--- src/rtl/control_filtro.sv ---
// Sequencing controller for a second-order filter MAC datapath: shift the sample
// history, clear the accumulator, step through NTERMS coefficients, load the output.
// Latency: start seen at edge k -> shift in cycle k+1, done in cycle k+3+NTERMS.
// Backpressure: none. A start seen while busy is dropped and raises the sticky ovr flag.
//
// Ports:
//   clk, reset_n            clock, async active-low reset
//   en, start, clr_ovr      enable, new-sample strobe, overrun clear
//   shift, acc_clr, acc_en  history shift, accumulator clear/enable
//   sel                     operand index during MAC terms (0 otherwise)
//   y_load, done, busy      output load, completion pulse, in-progress flag
//   ovr, sample_cnt         sticky overrun, completed-sample counter (wraps)
module control_filtro #(
    parameter int NTERMS = 5,
    parameter int SEL_W  = 3
) (
    input  logic             clk,
    input  logic             reset_n,
    input  logic             en,
    input  logic             start,
    input  logic             clr_ovr,
    output logic             shift,
    output logic             acc_clr,
    output logic             acc_en,
    output logic [SEL_W-1:0] sel,
    output logic             y_load,
    output logic             done,
    output logic             busy,
    output logic             ovr,
    output logic [15:0]      sample_cnt
);

    typedef enum logic [2:0] {
        IDLE  = 3'd0,
        SHIFT = 3'd1,
        MAC   = 3'd2,
        LOAD  = 3'd3,
        DONE  = 3'd4
    } state_t;

    localparam logic [SEL_W-1:0] LAST_TERM = SEL_W'(NTERMS - 1);

    state_t           state;
    logic [SEL_W-1:0] term;

    // Every output is a register written alongside the state transition, so each
    // output already reflects the state being entered (Moore timing, no input paths).
    always_ff @(posedge clk or negedge reset_n) begin
        if (!reset_n) begin
            state      <= IDLE;
            term       <= '0;
            shift      <= 1'b0;
            acc_clr    <= 1'b0;
            acc_en     <= 1'b0;
            sel        <= '0;
            y_load     <= 1'b0;
            done       <= 1'b0;
            busy       <= 1'b0;
            ovr        <= 1'b0;
            sample_cnt <= 16'd0;
        end else begin
            // Pulse outputs default low; only the entering transition raises them.
            shift   <= 1'b0;
            acc_clr <= 1'b0;
            y_load  <= 1'b0;
            done    <= 1'b0;

            // Overrun set has priority over clear when both happen on one edge.
            if (start && (state != IDLE)) begin
                ovr <= 1'b1;
            end else if (clr_ovr) begin
                ovr <= 1'b0;
            end

            case (state)
                IDLE: begin
                    acc_en <= 1'b0;
                    sel    <= '0;
                    term   <= '0;
                    if (en && start) begin
                        state   <= SHIFT;
                        shift   <= 1'b1;
                        acc_clr <= 1'b1;
                        busy    <= 1'b1;
                    end else begin
                        busy <= 1'b0;
                    end
                end
                SHIFT: begin
                    state  <= MAC;
                    term   <= '0;
                    acc_en <= 1'b1;
                    sel    <= '0;
                end
                MAC: begin
                    if (term == LAST_TERM) begin
                        state  <= LOAD;
                        term   <= '0;
                        acc_en <= 1'b0;
                        sel    <= '0;
                        y_load <= 1'b1;
                    end else begin
                        term <= term + 1'b1;
                        sel  <= term + 1'b1;
                    end
                end
                LOAD: begin
                    state      <= DONE;
                    done       <= 1'b1;
                    sample_cnt <= sample_cnt + 16'd1;
                end
                DONE: begin
                    state <= IDLE;
                    busy  <= 1'b0;
                end
                default: begin
                    // Unused encodings recover straight to a quiet IDLE.
                    state  <= IDLE;
                    term   <= '0;
                    acc_en <= 1'b0;
                    sel    <= '0;
                    busy   <= 1'b0;
                end
            endcase
        end
    end

endmodule

--- config.mk ---
export PLATFORM = sky130hd
export DESIGN_NAME = control_filtro
export DESIGN_NICKNAME = d
export VERILOG_FILES = /design/src/rtl/control_filtro.sv
export SDC_FILE = /design/constraint.sdc
export NUM_CORES = 1
export LEC_CHECK = 0
export CAP_MARGIN = 25
export CORE_MARGIN = 1
export CORE_UTILIZATION = 49
export CTS_CLUSTER_SIZE = 8
export DETAILED_ROUTE_END_ITERATION = 8
export PLACE_DENSITY = 0.79
export SLEW_MARGIN = 20
export SYNTH_ARGS = -nofsm -noshare
export SYNTH_HDL_FRONTEND = slang
export SYNTH_SLANG_ARGS = --single-unit
--- constraint.sdc ---
create_clock -name clk -period 3.8 [get_ports clk]
set_clock_uncertainty 0.2 [all_clocks]
set_input_delay 0.95 -clock clk [delete_from_list [all_inputs] [get_ports clk]]
set_output_delay 0.95 -clock clk [all_outputs]
set_load 0.005 [all_outputs]
==> run metrics <==
area of the multi-input gates 528.0 µm²; CTS tree yes; Synth Flop Type dfrtp_1; worst hold path type flop to flop; Iteration-0 DRC Markers 16; Final Setup Violations 0; 1st-pass router iterations 4; Top Ports 31; Fill cells 211; critical path arrival 1.37 ns; RSZ-0062 raised after global routing false; area delta synth->final 26.50%; register area 700.7 µm²; final max-slew violation count 0; Max-cap violations 0; hold path start sample_cnt[15]; relative slew slack 0.7180; Die W 53.39 µm; global-route usage over all layers 0.1961; CP peak stage delay 0.56 ns; die area 2850 µm²; most common cell after layout, fill and taps aside clkdlybuf4s50_1; CTS sink cnt 28; Yosys reg bits 28; largest net degree at the start of global routing 29; total gr overflow 0; crit-path max FO 5; clock slew at reported path FFs 0.14 ns; crit path capture type output pin; Final nets 155; # rows 18; CP cell instances clkdlybuf4s50_1; latest clock arrival within the worst-skew pair 0.32 ns; Hold Fails Final Rpt 0; vias in the first global route 902; first-pass GRT wire length 3919 µm; leakage dissipation 0.7490 nW; post-layout min period 2.518 ns; status finished clean; core footprint 2477 µm²; GP Congestion 0.7542; DRC viols 0; EDFF count, synth 0; Setup TNS Final 0 ns; slowest CP cell clkdlybuf4s50_1; port bufs 30; crit path buf inv count 1; Power Density 492.6 nW/µm²; CTS H-tree lvls 1; Worst-Margin Slew 0.4171 ns; hold_ws 0.2867 ns; Post-Syn Instances 116; post-route ant nets 0; total vias in the final route 953; Wirelength per Cell 13.31 µm; Net Count, Synth 124; sequential area share after synthesis 0.5416; Root Driver clkbuf_4; Mapped Avg Cell Area 11.15 µm²; vias per cell 5.415; Synth Cell Area 1294 µm²; Top delay family on crit path buffers and inverters; Die Height 53.39 µm; layout cells sized above 1 0.08219; Post-CTS Hold Fix Bufs 0; fraction of registers with async set/reset 1.000; reg2reg start state[0]; Tcrit/Tclk final 0.6626; Setup CP Type flop to output pin; PostCTS Resize Cnt 0; total CTS buffers 3; most frequent cells in the layout 30 x clkdlybuf4s50_1, 28 x dfrtp_1, 11 x nand2_1; Bufs on Longest Clock Path 2; final setup margin 1.282 ns; Warnings, synthesis 0; maximum VDD drop 0.0003625 V; postcts setup bufs 0; Yosys cell types 33; Worst Setup SP sample_cnt[2]; Crit path required time 2.65 ns; final WL 2343 µm; initial antenna violation count 0; pre-CTS WS 1.651 ns; Initial Util 0.5222; DP Wirelength 1729 µm; element type at the critical path start flop; diode count 0; maximum clock rate 397.2 MHz
[synth_stat cells (2+ instances only)]
cell / count / area share
xnor2_1: 10 / 0.068
o21ai_0: 6 / 0.023
nand3_1: 4 / 0.015
nor3_1: 4 / 0.015
ha_1: 3 / 0.029
and2b_2: 2 / 0.014
nor2_1: 6 / 0.017
nand2_1: 11 / 0.032
dfrtp_1: 28 / 0.54
a22oi_1: 2 / 0.012
xor2_1: 6 / 0.041
buf_6: 2 / 0.017
inv_1: 7 / 0.020
nand4_1: 5 / 0.024
a21oi_1: 2 / 0.0077
[cell type report]
| cell class | count | area share |
|---|---|---|
| Timing Repair Buffer | 31 | 0.1881 |
| Multi-Input combinational cell | 76 | 0.3226 |
| Sequential cell | 28 | 0.4281 |
| Clock buffer | 4 | 0.02217 |
| Tap cell | 30 | 0.02294 |
| Inverter | 7 | 0.01606 |
[registers in the layout, summed over array words and instances (netlist names)]
signal and flops:
sample_cnt 16, state 3, term 3, acc_clr 1, acc_en 1, busy 1
done 1, ovr 1, y_load 1
[final timing paths]
| check | endpoint | slack [ns] | cells past startpoint |
|---|---|---|---|
| worst max-delay path | sample_cnt[2] | 1.28 | 1 |
| worst min-delay path | sample_cnt[15] | 0.29 | 1 |
| worst max register to register | sample_cnt[9] | 1.76 | 4 |
| worst min register to register | sample_cnt[15] | 0.29 | 1 |
| max in group asynchronous | ovr | 2.37 | 2 |
| min in group asynchronous | sample_cnt[9] | 0.77 | 2 |
[logic make-up after synthesis]
kind of cell / after synthesis / share of synthesized area
XOR/XNOR: 16 / 0.1083
flip-flops: 28 / 0.5416
adder cells (fa/ha/maj): 3 / 0.02902
buffers and inverters: 12 / 0.05029
AND/OR/NAND/NOR: 44 / 0.2089
multiplexers: 1 / 0.008703
AO/OA/AOI/OAI: 12 / 0.05319
[where the power goes]
| group | leakage [nW] | switching (W) | internal [W] |
|---|---|---|---|
| clock | 0.0210 | 0.0000841 | 0.0000587 |
| combinational | 0.351 | 0.0000986 | 0.000149 |
| sequential | 0.377 | 0.0000640 | 0.000352 |
[layer usage]
metal | GRT usage | vias to the layer above | share of wire
li1 | - | 454 | -
met1 | 0.2353 | 472 | 0.43
met2 | 0.3417 | 23 | 0.52
met3 | 0.03448 | 4 | 0.034
met4 | 0.07895 | 0 | 0.011
met5 | 0 | - | 0
[through the flow]
stage	util	instance area [µm²]	total power (W)	instances
floorplan	-	1294	0.0005541	116
global placement	0.6460	1600	0.0006586	172
detailed placement	0.6460	1600	0.0006721	172
CTS	0.6606	1637	0.0008202	176
global route	0.6606	1637	0.0008647	176
finish	0.6606	1637	0.0008062	176
Note: power is estimated with default switching activity, not from simulation.
